### src/rtl/inst_decode_stage_if.sv
// Handshake and bundle signals between fetch, decode and execute.
// master drives instructions in and accepts bundles; slave is the stage.
interface inst_decode_stage_if #(
   parameter int XLEN = 32
);
   logic            in_valid;
   logic            in_ready;
   logic [31:0]     in_inst;
   logic [XLEN-1:0] in_pc;
   logic            out_valid;
   logic            out_ready;
   logic [XLEN-1:0] out_pc;
   logic [6:0]      out_opcode;
   logic [2:0]      out_funct3;
   logic [6:0]      out_funct7;
   logic [4:0]      out_rd;
   logic [4:0]      out_rs1;
   logic [4:0]      out_rs2;
   logic [XLEN-1:0] out_imm;
   logic [2:0]      out_itype;
   logic            out_illegal;
   logic            out_rd_we;

   modport master (
      output in_valid, in_inst, in_pc, out_ready,
      input  in_ready, out_valid, out_pc, out_opcode,
      input  out_funct3, out_funct7, out_rd, out_rs1,
      input  out_rs2, out_imm, out_itype, out_illegal,
      input  out_rd_we
   );

   modport slave (
      input  in_valid, in_inst, in_pc, out_ready,
      output in_ready, out_valid, out_pc, out_opcode,
      output out_funct3, out_funct7, out_rd, out_rs1,
      output out_rs2, out_imm, out_itype, out_illegal,
      output out_rd_we
   );
endinterface

### src/rtl/inst_decode_stage.sv
// RV32I decode pipeline stage: field split, immediate build, legality check.
// Registered output with an optional skid entry so in_ready stays registered.
module inst_decode_stage #(
   parameter int XLEN    = 32,
   parameter bit SKID_EN = 1'b1,
   parameter bit SYS_EN  = 1'b1
) (
   input logic clk,
   input logic rst_n,
   input logic flush,
   inst_decode_stage_if.slave bus
);

   localparam logic [2:0] T_R   = 3'd0;
   localparam logic [2:0] T_I   = 3'd1;
   localparam logic [2:0] T_S   = 3'd2;
   localparam logic [2:0] T_B   = 3'd3;
   localparam logic [2:0] T_U   = 3'd4;
   localparam logic [2:0] T_J   = 3'd5;
   localparam logic [2:0] T_ILL = 3'd7;

   typedef struct packed {
      logic [XLEN-1:0] pc;
      logic [6:0]      opcode;
      logic [2:0]      funct3;
      logic [6:0]      funct7;
      logic [4:0]      rd;
      logic [4:0]      rs1;
      logic [4:0]      rs2;
      logic [XLEN-1:0] imm;
      logic [2:0]      itype;
      logic            illegal;
      logic            rd_we;
   } bundle_t;

   logic [31:0] inst;
   logic [4:0]  op;
   logic [2:0]  f3;
   logic [6:0]  f7;

   assign inst = bus.in_inst;
   assign op   = inst[6:2];
   assign f3   = inst[14:12];
   assign f7   = inst[31:25];

   logic is_load, is_misc, is_opimm, is_auipc;
   logic is_store, is_op, is_lui, is_branch;
   logic is_jalr, is_jal, is_sys;

   assign is_load   = op == 5'b00000;
   assign is_misc   = op == 5'b00011;
   assign is_opimm  = op == 5'b00100;
   assign is_auipc  = op == 5'b00101;
   assign is_store  = op == 5'b01000;
   assign is_op     = op == 5'b01100;
   assign is_lui    = op == 5'b01101;
   assign is_branch = op == 5'b11000;
   assign is_jalr   = op == 5'b11001;
   assign is_jal    = op == 5'b11011;
   assign is_sys    = op == 5'b11100;

   logic signed [31:0] imm_i, imm_s, imm_b, imm_u, imm_j;

   assign imm_i = {{20{inst[31]}}, inst[31:20]};
   assign imm_s = {{20{inst[31]}}, inst[31:25], inst[11:7]};
   assign imm_b = {{19{inst[31]}}, inst[31], inst[7],
                   inst[30:25], inst[11:8], 1'b0};
   assign imm_u = {inst[31:12], 12'b0};
   assign imm_j = {{11{inst[31]}}, inst[31], inst[19:12],
                   inst[20], inst[30:21], 1'b0};

   logic [2:0]         ty;
   logic signed [31:0] imm32;
   logic               bad;
   logic               wr;

   // Classify format, pick immediate and flag illegal encodings.
   always_comb begin
      ty    = T_ILL;
      imm32 = '0;
      bad   = 1'b0;
      wr    = 1'b0;
      unique case (1'b1)
         is_load: begin
            ty    = T_I;
            imm32 = imm_i;
            bad   = (f3 == 3'b011) || (f3[2:1] == 2'b11);
            wr    = 1'b1;
         end
         is_misc: begin
            ty    = T_I;
            imm32 = imm_i;
         end
         is_opimm: begin
            ty    = T_I;
            imm32 = imm_i;
            bad   = ((f3 == 3'b001) && (f7 != 7'h00))
                 || ((f3 == 3'b101) && (f7 != 7'h00)
                     && (f7 != 7'h20));
            wr    = 1'b1;
         end
         is_jalr: begin
            ty    = T_I;
            imm32 = imm_i;
            bad   = f3 != 3'b000;
            wr    = 1'b1;
         end
         is_sys: begin
            ty    = T_I;
            imm32 = imm_i;
            bad   = !SYS_EN
                 || !((inst == 32'h0000_0073)
                      || (inst == 32'h0010_0073));
         end
         is_store: begin
            ty    = T_S;
            imm32 = imm_s;
            bad   = f3 > 3'b010;
         end
         is_branch: begin
            ty    = T_B;
            imm32 = imm_b;
            bad   = f3[2:1] == 2'b01;
         end
         is_op: begin
            ty    = T_R;
            bad   = ((f7 != 7'h00) && (f7 != 7'h20))
                 || ((f7 == 7'h20) && (f3 != 3'b000)
                     && (f3 != 3'b101));
            wr    = 1'b1;
         end
         is_lui, is_auipc: begin
            ty    = T_U;
            imm32 = imm_u;
            wr    = 1'b1;
         end
         is_jal: begin
            ty    = T_J;
            imm32 = imm_j;
            wr    = 1'b1;
         end
         default: bad = 1'b1;
      endcase
      if (inst[1:0] != 2'b11) bad = 1'b1;
      if (bad) begin
         ty    = T_ILL;
         imm32 = '0;
         wr    = 1'b0;
      end
      if (inst[11:7] == 5'd0) wr = 1'b0;
   end

   bundle_t dec;

   // Assemble the decoded bundle for the instruction on the input.
   always_comb begin
      dec         = '0;
      dec.pc      = bus.in_pc;
      dec.opcode  = inst[6:0];
      dec.funct3  = f3;
      dec.funct7  = f7;
      dec.rd      = inst[11:7];
      dec.rs1     = inst[19:15];
      dec.rs2     = inst[24:20];
      dec.imm     = XLEN'(imm32);
      dec.itype   = ty;
      dec.illegal = bad;
      dec.rd_we   = wr;
   end

   bundle_t out_q;
   bundle_t skid_q;
   logic    out_valid;
   logic    skid_valid;
   logic    acc;
   logic    load_out;

   // Without a skid entry the stage only accepts when the output frees.
   assign bus.in_ready = SKID_EN ? !skid_valid
                                 : (!out_valid || bus.out_ready);
   assign acc      = bus.in_valid && bus.in_ready;
   assign load_out = !out_valid || bus.out_ready;

   // Output register refills from skid first to keep program order.
   always_ff @(posedge clk or negedge rst_n) begin
      if (!rst_n) begin
         out_q      <= '0;
         skid_q     <= '0;
         out_valid  <= 1'b0;
         skid_valid <= 1'b0;
      end else if (flush) begin
         out_valid  <= 1'b0;
         skid_valid <= 1'b0;
      end else if (load_out) begin
         if (skid_valid) begin
            out_q      <= skid_q;
            out_valid  <= 1'b1;
            skid_valid <= 1'b0;
         end else if (acc) begin
            out_q     <= dec;
            out_valid <= 1'b1;
         end else begin
            out_valid <= 1'b0;
         end
      end else if (acc) begin
         skid_q     <= dec;
         skid_valid <= 1'b1;
      end
   end

   assign bus.out_valid   = out_valid;
   assign bus.out_pc      = out_q.pc;
   assign bus.out_opcode  = out_q.opcode;
   assign bus.out_funct3  = out_q.funct3;
   assign bus.out_funct7  = out_q.funct7;
   assign bus.out_rd      = out_q.rd;
   assign bus.out_rs1     = out_q.rs1;
   assign bus.out_rs2     = out_q.rs2;
   assign bus.out_imm     = out_q.imm;
   assign bus.out_itype   = out_q.itype;
   assign bus.out_illegal = out_q.illegal;
   assign bus.out_rd_we   = out_q.rd_we;

endmodule

### src/flat_wrapper.sv
// flat-port wrapper written by rule: the top's interface ports become plain ports
module inst_decode_stage_flat 
#(
   parameter int XLEN    = 32,
   parameter bit SKID_EN = 1'b1,
   parameter bit SYS_EN  = 1'b1
)
  (clk, rst_n, flush, bus_in_valid, bus_in_inst, bus_in_pc, bus_out_ready, bus_in_ready, bus_out_valid, bus_out_pc, bus_out_opcode, bus_out_funct3, bus_out_funct7, bus_out_rd, bus_out_rs1, bus_out_rs2, bus_out_imm, bus_out_itype, bus_out_illegal, bus_out_rd_we);
  inst_decode_stage_if #(.XLEN(XLEN)) bus_i ();
  input logic clk;
  input logic rst_n;
  input logic flush;
  input wire logic [$bits(bus_i.in_valid)-1:0] bus_in_valid;
  input wire logic [$bits(bus_i.in_inst)-1:0] bus_in_inst;
  input wire logic [$bits(bus_i.in_pc)-1:0] bus_in_pc;
  input wire logic [$bits(bus_i.out_ready)-1:0] bus_out_ready;
  output wire logic [$bits(bus_i.in_ready)-1:0] bus_in_ready;
  output wire logic [$bits(bus_i.out_valid)-1:0] bus_out_valid;
  output wire logic [$bits(bus_i.out_pc)-1:0] bus_out_pc;
  output wire logic [$bits(bus_i.out_opcode)-1:0] bus_out_opcode;
  output wire logic [$bits(bus_i.out_funct3)-1:0] bus_out_funct3;
  output wire logic [$bits(bus_i.out_funct7)-1:0] bus_out_funct7;
  output wire logic [$bits(bus_i.out_rd)-1:0] bus_out_rd;
  output wire logic [$bits(bus_i.out_rs1)-1:0] bus_out_rs1;
  output wire logic [$bits(bus_i.out_rs2)-1:0] bus_out_rs2;
  output wire logic [$bits(bus_i.out_imm)-1:0] bus_out_imm;
  output wire logic [$bits(bus_i.out_itype)-1:0] bus_out_itype;
  output wire logic [$bits(bus_i.out_illegal)-1:0] bus_out_illegal;
  output wire logic [$bits(bus_i.out_rd_we)-1:0] bus_out_rd_we;
  assign bus_i.in_valid = bus_in_valid;
  assign bus_i.in_inst = bus_in_inst;
  assign bus_i.in_pc = bus_in_pc;
  assign bus_i.out_ready = bus_out_ready;
  assign bus_in_ready = bus_i.in_ready;
  assign bus_out_valid = bus_i.out_valid;
  assign bus_out_pc = bus_i.out_pc;
  assign bus_out_opcode = bus_i.out_opcode;
  assign bus_out_funct3 = bus_i.out_funct3;
  assign bus_out_funct7 = bus_i.out_funct7;
  assign bus_out_rd = bus_i.out_rd;
  assign bus_out_rs1 = bus_i.out_rs1;
  assign bus_out_rs2 = bus_i.out_rs2;
  assign bus_out_imm = bus_i.out_imm;
  assign bus_out_itype = bus_i.out_itype;
  assign bus_out_illegal = bus_i.out_illegal;
  assign bus_out_rd_we = bus_i.out_rd_we;
  inst_decode_stage #(.XLEN(XLEN), .SKID_EN(SKID_EN), .SYS_EN(SYS_EN)) u_core (.clk(clk), .rst_n(rst_n), .flush(flush), .bus(bus_i));
endmodule
### config.mk
export PLATFORM = sky130hd
export DESIGN_NAME = inst_decode_stage_flat
export DESIGN_NICKNAME = d
export VERILOG_FILES = /design/src/rtl/inst_decode_stage_if.sv /design/src/rtl/inst_decode_stage.sv /design/src/flat_wrapper.sv
export SDC_FILE = /design/constraint.sdc
export NUM_CORES = 1
export LEC_CHECK = 0
export BUFFER_PORTS_ARGS = -buffer_cell sky130_fd_sc_hd__buf_2
export CORE_MARGIN = 5
export CORE_UTILIZATION = 55
export CTS_CLUSTER_DIAMETER = 120
export DETAILED_ROUTE_END_ITERATION = 8
export GPL_TIMING_DRIVEN = 0
export PLACE_DENSITY = 0.79
export SKIP_LAST_GASP = 1
export SLEW_MARGIN = 20
export SYNTH_ARGS = -nofsm -noshare
export SYNTH_HDL_FRONTEND = slang
export SYNTH_SLANG_ARGS = --single-unit
### constraint.sdc
create_clock -name clk -period 2.39 [get_ports clk]
set_clock_uncertainty 0.05 [all_clocks]
set_input_delay 0.239 -clock clk [delete_from_list [all_inputs] [get_ports clk]]
set_output_delay 0.239 -clock clk [all_outputs]
set_load 0.005 [all_outputs]
==> reports/metrics.yaml, run 1 <==
diodes: 0
end_kind: "flip-flop"
fin_ws_ns: 0.0583
fin_crit_sh_pct: 97.6
start_util_pct: 56.5
total_power_mw: 8.91
grt_usage_pct: 27.8
antenna_found_initial: 0
die_x_um: 138
synth_compound_area_share_pct: 14.4
drv_slew: 0
dieArea_mm2: 0.0191
p_seq_share_pct: 47.8
fin_nets: 1296
drive_gt1_share_pct: 19.6
place_congestion: 0.965
fp-row-count: 46
p_comb_share_pct: 15.7
wl_per_cell_um: 18.7
htree_levels: 1
powerDensity_mw_per_mm2: 771
mappedNetlistArea_mm2: 0.00905
grt_max_degree: 102
ys_seq_area_share_pct: 56.4
synth_edf_count: 0
arrival_ns: 2.67
p_sw_share_pct: 27.5
final.setup.tns_ns: 0
cp-start-kind: "primary input"
cts_buffer_depth: 3
slowest_stage: "or4_4"
cp.required_ns: 2.73
syn-instance-count: 974
tightest_slew_ns: 0.752
synthFlopType: "dfrtp_1"
synthArstFlopShare_pct: 100
numCtsBuffers: 21
drc: 0
p_clk_share_pct: 36.5
crit_fanout: 10
core_mm2: 0.0160
io_buffer_count: 168
synthMuxAreaShare_pct: 7.08
syn_to_final_growth_pct: 27.7
cts_sinks: 204
ant_nets: 0
ys_warn_count: 0
drv_cap: 0
intPower_mw: 6.46
avgSynthCellArea_um2: 9.29
crit_type: "primary input to flip-flop"
critical-path-top-delay-family: "compound AO/OA/AOI/OAI gates"
p_switching_mw: 2.45
vias_per_cell: 5.66
outcome: "completed"
min_path_cells: 3
grt_pass1_wl_mm: 43.8
rsz0062_at_grt: "false"
dp_cells: 1360
leakagePower_nw: 5.56
ioPinCount: 172
yosys.area_share.simple_pct: 18.5
drt_iter0_drc: 550
hpwl_mm: 18.2
hold_path.class: "primary input to flip-flop"
syn_nets: 1043
synth_top_family_by_area: "simple AND/OR/NAND/NOR gates"
synth_cell_type_count: 50
slowest_delay_ns: 0.57
drt_wl_total_mm: 27.2
period_minus_slack_ns: 2.33
cp.depth: 9
root_buffer: "clkbuf_16"
synth_seq_cells: 204
setup_violations: 0
cts_tree: "yes"
slew_headroom_pct: 49.3
path_clk_slew_ns: 0.06
drt_pass1_iterations: 5
path_cells: "buf_2, or4_4, o311ai_1, o41ai_1, a2111oi_4, buf_4, nand2_4, buf_6, o31ai_1"
layoutNonFillerInstCount: 1457
finalHoldViolCount: 0
ir_drop_v: 0.000503
vias: 8248
dp_worst_setup_slack_ns: -0.565
overflow: 0
synthXorXnorAreaFrac_pct: 0.194
worst_skew_pair.late_latency_ns: 0.50
grt_pass1_vias: 8286
fmax_mhz: 429
r2r_cells: 7
fp.dieH_um: 138
critical_path_buf_inv_count: 3
synthAdderAreaFrac_pct: 0
## metrics by stage
step                hold slack, ns  area (um2)  utilization (%)
floorplan                   -0.107        9050                -
global placement             0.395       10200             63.5
detailed placement          0.0588       10200             63.9
CTS                       0.000429       11500             72.0
global route                0.0183       11600             72.2
finish                     0.00819       11600             72.2
## path summary, 6_finish.rpt
path | from | endpoint | slack, ns
setup / recovery | bus_in_inst[31] | u_core.skid_q[18] | 0.06
hold / removal | bus_in_inst[26] | u_core.skid_q[53] | 0.008
setup reg to reg | u_core.bus.out_valid | u_core.skid_q[73] | 0.12
hold reg to reg | u_core.bus.out_pc[23] | u_core.bus.out_pc[23] | 0.42
max in group asynchronous | rst_n | u_core.bus.out_pc[22] | 1.41
min in group asynchronous | rst_n | u_core.skid_q[43] | 0.13
## worst reg2reg max path: cells and delay by family, from the launching register on
family | cells | cell delay [ns]
flops | 1 | 0.35
buf+inv | 3 | 1.01
simple gates | 4 | 0.79
## registers in the layout, indices dropped and copies added, names as in the netlist, 5 cells and up
name / count
u_core.bus.out_pc: 32
u_core.bus.out_funct7: 7
u_core.bus.out_rs2: 5
u_core.bus.out_rd: 5
u_core.bus.out_rs1: 5
u_core.bus.out_imm: 32
u_core.bus.out_opcode: 7
u_core.skid_q: 101
## layer usage
metal  track usage, %  up-vias  routed length [um]
li1                 -     3834                   -
met1             37.9     3979               11200
met2             46.2      371               13200
met3             4.66       64                2100
met4             8.63        0                 779
met5                0        -                   0
## power by group through the flow
stage	logic [mW]	clock network (mW)	registers [mW]
after global routing	1.57	3.42	4.31
after detailed placement	1.30	0	4.30
final	1.40	3.25	4.26
after floorplan	0.636	0	4.28
after global placement	1.25	0	4.28
after CTS	1.40	3.28	4.24
## cell families after synthesis
logic type / Yosys count
AND/OR/NAND/NOR: 403
AO/OA/AOI/OAI: 223
XOR/XNOR: 2
multiplexers: 64
buffers and inverters: 78
flip-flops: 204
## cell usage after synthesis, drive strengths merged, types with 2 or more instances
library cell | n | area, um2
nand2 | 303 | 1140
dfrtp | 204 | 5100
o21ai | 87 | 435
mux2i | 64 | 641
a21oi | 60 | 300
clkbuf | 58 | 218
nor2 | 44 | 165
o22ai | 24 | 150
o31ai | 24 | 180
buf | 14 | 71.3
and3 | 11 | 68.8
nand3 | 9 | 50.1
nor3 | 7 | 35.0
a31oi | 6 | 37.5
inv | 6 | 22.5
a22oi | 5 | 37.5
nor2b | 5 | 31.3
or3 | 4 | 25.0
and2 | 3 | 18.8
nor4 | 3 | 18.8
o21a | 3 | 22.5
or4 | 3 | 26.3
a2111oi | 2 | 36.3
a21o | 2 | 15.0
nand2b | 2 | 12.5
nor4b | 2 | 17.5
o311ai | 2 | 17.5
o41ai | 2 | 17.5
## area by class of cell
class,instances,area [um2]
plain buffers,70,304
well taps,216,270
clock inverters,8,75.1
multi-input cells,692,3660
fillers,1202,4440
flip-flops and latches,204,5100
inverters,6,22.5
clock buffers,29,606
repair buffers,232,1510
## repair_timing
action / in CTS / in global routing
endpoints found under the hold margin: 273 / 0
pin swaps: 2 / 2
gates cloned: 0 / 0
endpoints found under the setup margin: 100 / 121
hold buffers: 56 / 0
resized for setup: 14 / 16
setup buffers: 4 / 2
## placed cells by master (no fill, tap or decap), types with 8 or more instances in the layout
| cell type | n |
|---|---|
| clkbuf_16 | 21 |
| a21oi_1 | 60 |
| dlygate4sd3_1 | 56 |
| o31ai_1 | 24 |
| nor2_1 | 43 |
| o22ai_1 | 24 |
| nand2_1 | 302 |
| buf_2 | 171 |
| and3_1 | 11 |
| clkbuf_1 | 46 |
| nand3_1 | 8 |
| o21ai_0 | 87 |
| dfrtp_1 | 204 |
| mux2i_1 | 64 |
| clkbuf_2 | 17 |
No activity file was read; power rests on OpenSTA's default activity.
==> inputs of run 2 (changes only) <==
CELL_PAD_IN_SITES_DETAIL_PLACEMENT = 0   (was default)
CELL_PAD_IN_SITES_GLOBAL_PLACEMENT = 1   (was default)
CORE_UTILIZATION = 42   (was 55)
PLACE_DENSITY = default   (was 0.79)
PLACE_DENSITY_LB_ADDON = 0.1   (was default)
==> reports/metrics.yaml, run 2 (synthesis results as in run 1) <==
outcome: "completed"
dieArea_mm2: 0.0246
finalHoldViolCount: 0
drv_cap: 0
drv_slew: 0
grt_pass1_wl_mm: 44.7
largest_register: "u_core.skid_q"
crit_fanout: 19
root_buffer: "clkbuf_16"
cts_buffer_depth: 3
arrival_ns: 2.62
dp_cells: 1419
place_congestion: 0.861
fmax_mhz: 446
postPlaceCellArea_mm2: 0.0103
r2r_end: "u_core.bus.out_imm[25]"
io_buffer_count: 168
mostFrequentLayoutCell: "nand2_1"
syn_to_final_growth_pct: 29.2
crit_type: "primary input to flip-flop"
worst_skew_pair.late_latency_ns: 0.51
ant_nets: 0
ir_drop_v: 0.000535
path_clk_slew_ns: 0.06
dp_worst_setup_slack_ns: -0.659
drc: 0
fin_crit_sh_pct: 93.7
leakagePower_nw: 5.57
hpwl_mm: 19.5
cts_tree: "yes"
ioPinCount: 172
hold_path.class: "primary input to flip-flop"
fin_nets: 1295
start_util_pct: 42.9
cts_sinks: 204
ff2ff_setup_slack_ns: 0.17
grt_max_degree: 83
antenna_found_initial: 1
setup_violations: 0
diodes: 0
fill_cells: 2030
design_area_mm2: 0.0117
drt_wl_total_mm: 27.8
fin_ws_ns: 0.149
drt_pass1_iterations: 5
layoutNonFillerInstCount: 1516
drive_gt1_share_pct: 19.3
r2r_start: "u_core.skid_valid"
end_kind: "flip-flop"
powerDensity_mw_per_mm2: 778
slew_headroom_pct: 48.8
wl_per_cell_um: 18.3
core_mm2: 0.0211
htree_levels: 1
vias_per_cell: 5.21
numCtsBuffers: 23
cp.required_ns: 2.77
seqCellArea_mm2: 0.00510
cp-start-kind: "primary input"
most-common-layout-cells: "nand2_1 (302), dfrtp_1 (204), buf_2 (171), o21ai_0 (87), mux2i_1 (64)"
r2r_cells: 6
holdWs_ns: 0.00807
crit_path_end: "u_core.skid_q[36]"
fp.dieH_um: 157
tightest_slew_ns: 0.768
drt_iter0_drc: 464
fp-row-count: 53
startpoint: "bus_out_ready"
largest_register_ffs: 101
vias: 7896
overflow: 0
multiInputGateArea_mm2: 0.00368
period_minus_slack_ns: 2.24
grt_usage_pct: 22.7
die_x_um: 157
grt_pass1_vias: 8054
run 2: cell count changes in the layout (fill, tap and decap cells not counted), sizes merged:
| cell | change |
|---|---|
| clkbuf | +4 |
| buf | -1 |
| clkinvlp | -1 |
| clkinv | -2 |
| dlygate4sd3 | +1 |
| inv | -1 |
run 2: layout make-up:
class	instances	area share [%]
Sequential cell	204	43.7
Buffer	69	2.54
Timing Repair Buffer	230	12.8
Inverter	6	0.193
Tap cell	275	2.94
Multi-Input combinational cell	692	31.5
Clock inverter	4	0.418
Clock buffer	36	5.94
run 2: report_power, final:
group / internal (mW) / switching, mW
Clock: 2.09 / 1.38
Sequential: 3.97 / 0.270
Combinational: 0.597 / 0.780
run 2: metrics by stage:
stage | util, % | setup TNS, ns | power (mW)
floorplan | - | 0 | 4.92
global placement | 48.5 | -586.35 | 5.56
detailed placement | 48.8 | -52.06 | 5.61
CTS | 55.3 | 0 | 9.18
global route | 55.4 | -0.0158 | 9.59
finish | 55.4 | 0 | 9.09
run 2: worst min-delay path by stage:
stage	depth (start not counted)	slack [ns]	to	startpoint
floorplan	0	-0.11	u_core.bus.out_funct3[0]	rst_n
global placement	3	0.40	u_core.skid_q[71]	bus_in_pc[2]
detailed placement	1	0.15	u_core.bus.out_imm[16]	rst_n
CTS	3	0.001	u_core.skid_q[40]	bus_in_inst[23]
global route	3	0.02	u_core.skid_q[41]	bus_in_inst[24]
finish	3	0.008	u_core.bus.out_imm[10]	bus_in_inst[30]
run 2: repair_timing:
action,CTS,global route
hold endpoints to repair,127,0
resized for setup,15,13
buffers inserted,3,0
setup endpoints to repair,105,136
hold buffers,57,0
pin swaps,1,0
run 2: critical path: stages:
cell and delay [ns]:
dlygate4sd3_1 0.54, buf_2 0.13, nor2b_1 0.34, and3_1 0.22, clkbuf_1 0.29, clkbuf_2 0.48, nand2_1 0.19, o21ai_0 0.18
run 2: per-layer routing:
metal / part of all wire, % / wire [um] / global-route usage, %
met5: 0.025 / 7 / 0
met2: 46 / 12700 / 36.3
met4: 2.0 / 563 / 5.41
met3: 5.6 / 1560 / 3.43
met1: 47 / 13000 / 32.8
==> inputs of run 3 (changes only) <==
CORE_UTILIZATION = 35   (was 42)
clock period = 2.8 ns   (was 2.39 ns; I/O delays follow)
==> reports/metrics.yaml, run 3 (synthesis results as in run 1) <==
arrival_ns: 3.03
vias: 7773
tightest_slew_ns: 0.874
mostFrequentLayoutCell: "nand2_1"
vias_per_cell: 4.96
cp-start-kind: "flip-flop"
hpwl_mm: 20.4
ioPinCount: 172
intPower_mw: 5.72
p_seq_share_pct: 46.1
fmax_mhz: 377
cts_sinks: 204
outcome: "completed"
crit_type: "flip-flop to flip-flop"
holdWs_ns: 0.0223
fp.dieH_um: 171
antenna_found_initial: 1
postPlaceCellArea_mm2: 0.0104
r2r_cells: 8
drc: 0
most-common-layout-cells: "nand2_1 (302), dfrtp_1 (204), buf_2 (170), o21ai_0 (87), mux2i_1 (64)"
utilization_pct: 46.0
io_buffer_count: 168
p_comb_share_pct: 14.8
p_sw_share_pct: 27.1
overflow: 0
ant_nets: 0
slew_headroom_pct: 41.7
design_area_mm2: 0.0116
crit_fanout: 10
ir_drop_v: 0.000398
numCtsBuffers: 25
largest_register: "u_core.skid_q"
hold_path.class: "primary input to flip-flop"
fin_crit_sh_pct: 94.8
ff2ff_setup_slack_ns: 0.15
die_x_um: 171
largest_register_ffs: 101
startpoint: "u_core.skid_valid"
setup_violations: 0
p_clk_share_pct: 39.1
wl_per_cell_um: 18.6
p_switching_mw: 2.13
min_path_cells: 3
grt_max_degree: 82
htree_levels: 1
final.setup.tns_ns: 0
rsz0062_at_grt: "true"
hold_start: "bus_in_inst[29]"
dieArea_mm2: 0.0292
min_to: "u_core.bus.out_imm[9]"
fp-row-count: 58
drt_iter0_drc: 452
cp.required_ns: 3.18
finalHoldViolCount: 0
drt_wl_total_mm: 29.1
r2r_start: "u_core.skid_valid"
root_buffer: "clkbuf_16"
diodes: 0
end_kind: "flip-flop"
grt_pass1_wl_mm: 46.2
powerDensity_mw_per_mm2: 674
drt_pass1_iterations: 5
worst_skew_pair.late_latency_ns: 0.51
grt_pass1_vias: 7894
dp_worst_setup_slack_ns: -0.335
drv_cap: 0
place_congestion: 0.809
leakagePower_nw: 5.52
cts_tree: "yes"
grt_usage_pct: 19.9
core_mm2: 0.0253
fin_ws_ns: 0.146
drv_slew: 0
syn_to_final_growth_pct: 28.8
cts_buffer_depth: 3
period_minus_slack_ns: 2.65
fin_nets: 1289
path_clk_slew_ns: 0.06
drive_gt1_share_pct: 18.6
start_util_pct: 35.7
r2r_end: "u_core.bus.out_imm[4]"
[run 3: cell count changes in the layout (fill, tap and decap cells not counted), moves of 2 or more]
cell	delta
buf_1	+3
clkbuf_1	+11
clkbuf_16	+2
clkbuf_2	-8
dlygate4sd3_1	-11
inv_6	+2
[run 3: worst max-delay path by stage]
stage                                           to  cells after the start
after global routing        u_core.bus.out_imm[22]                      8
after detailed placement    u_core.bus.out_imm[19]                      8
after global placement           u_core.skid_q[62]                      1
final                        u_core.bus.out_imm[4]                      8
after floorplan              u_core.bus.out_imm[3]                      7
after CTS                 u_core.bus.out_opcode[3]                      8
[run 3: layout make-up]
cell class / count / area (um2)
inverter: 6 / 22.5
timing repair buffer: 219 / 1390
buffer: 72 / 297
tap: 330 / 413
clock buffer: 40 / 752
clock inverter: 5 / 32.5
fill: 2513 / 13700
multi-input combinational: 692 / 3640
sequential: 204 / 5100
[run 3: what timing repair did]
item                                   CTS  global route
pin swaps                                0             1
hold buffers                            45             1
gates cloned                             0             0
endpoints found under the hold margin   88             1
buffers inserted                         0             3
gates resized for setup                  3            10
setup endpoints to repair               32           112
[run 3: power groups by stage]
stage	sequential, mW	clock (mW)	combinational (mW)
2_1_floorplan	3.66	0	0.543
3_3_place_gp	3.66	0	1.11
3_5_place_dp	3.67	0	1.13
4_1_cts	3.62	3.16	1.18
5_1_grt	3.68	3.30	1.34
6_report	3.62	3.07	1.16
[run 3: routing by layer]
layer / wire (um) / part of all wire, % / global-route usage, %
met2: 12900 / 44 / 30.6
met5: 13 / 0.045 / 0
met4: 652 / 2.2 / 5.03
met3: 1690 / 5.8 / 3.30
met1: 13800 / 48 / 29.5
[run 3: worst max-delay path, stage by stage, from the launching register on]
cell and delay [ns]:
dfrtp_1 0.32, clkbuf_1 0.25, nor2_1 0.15, or3_1 0.31, clkbuf_1 0.25, nor2_2 0.48
nand3_2 0.28, buf_2 0.27, o22ai_1 0.21
[run 3: through the flow]
step	total power [mW]	std cells
2_1_floorplan	4.20	974
3_3_place_gp	4.77	1472
3_5_place_dp	4.80	1474
4_1_cts	7.96	1564
5_1_grt	8.31	1568
6_report	7.85	1568
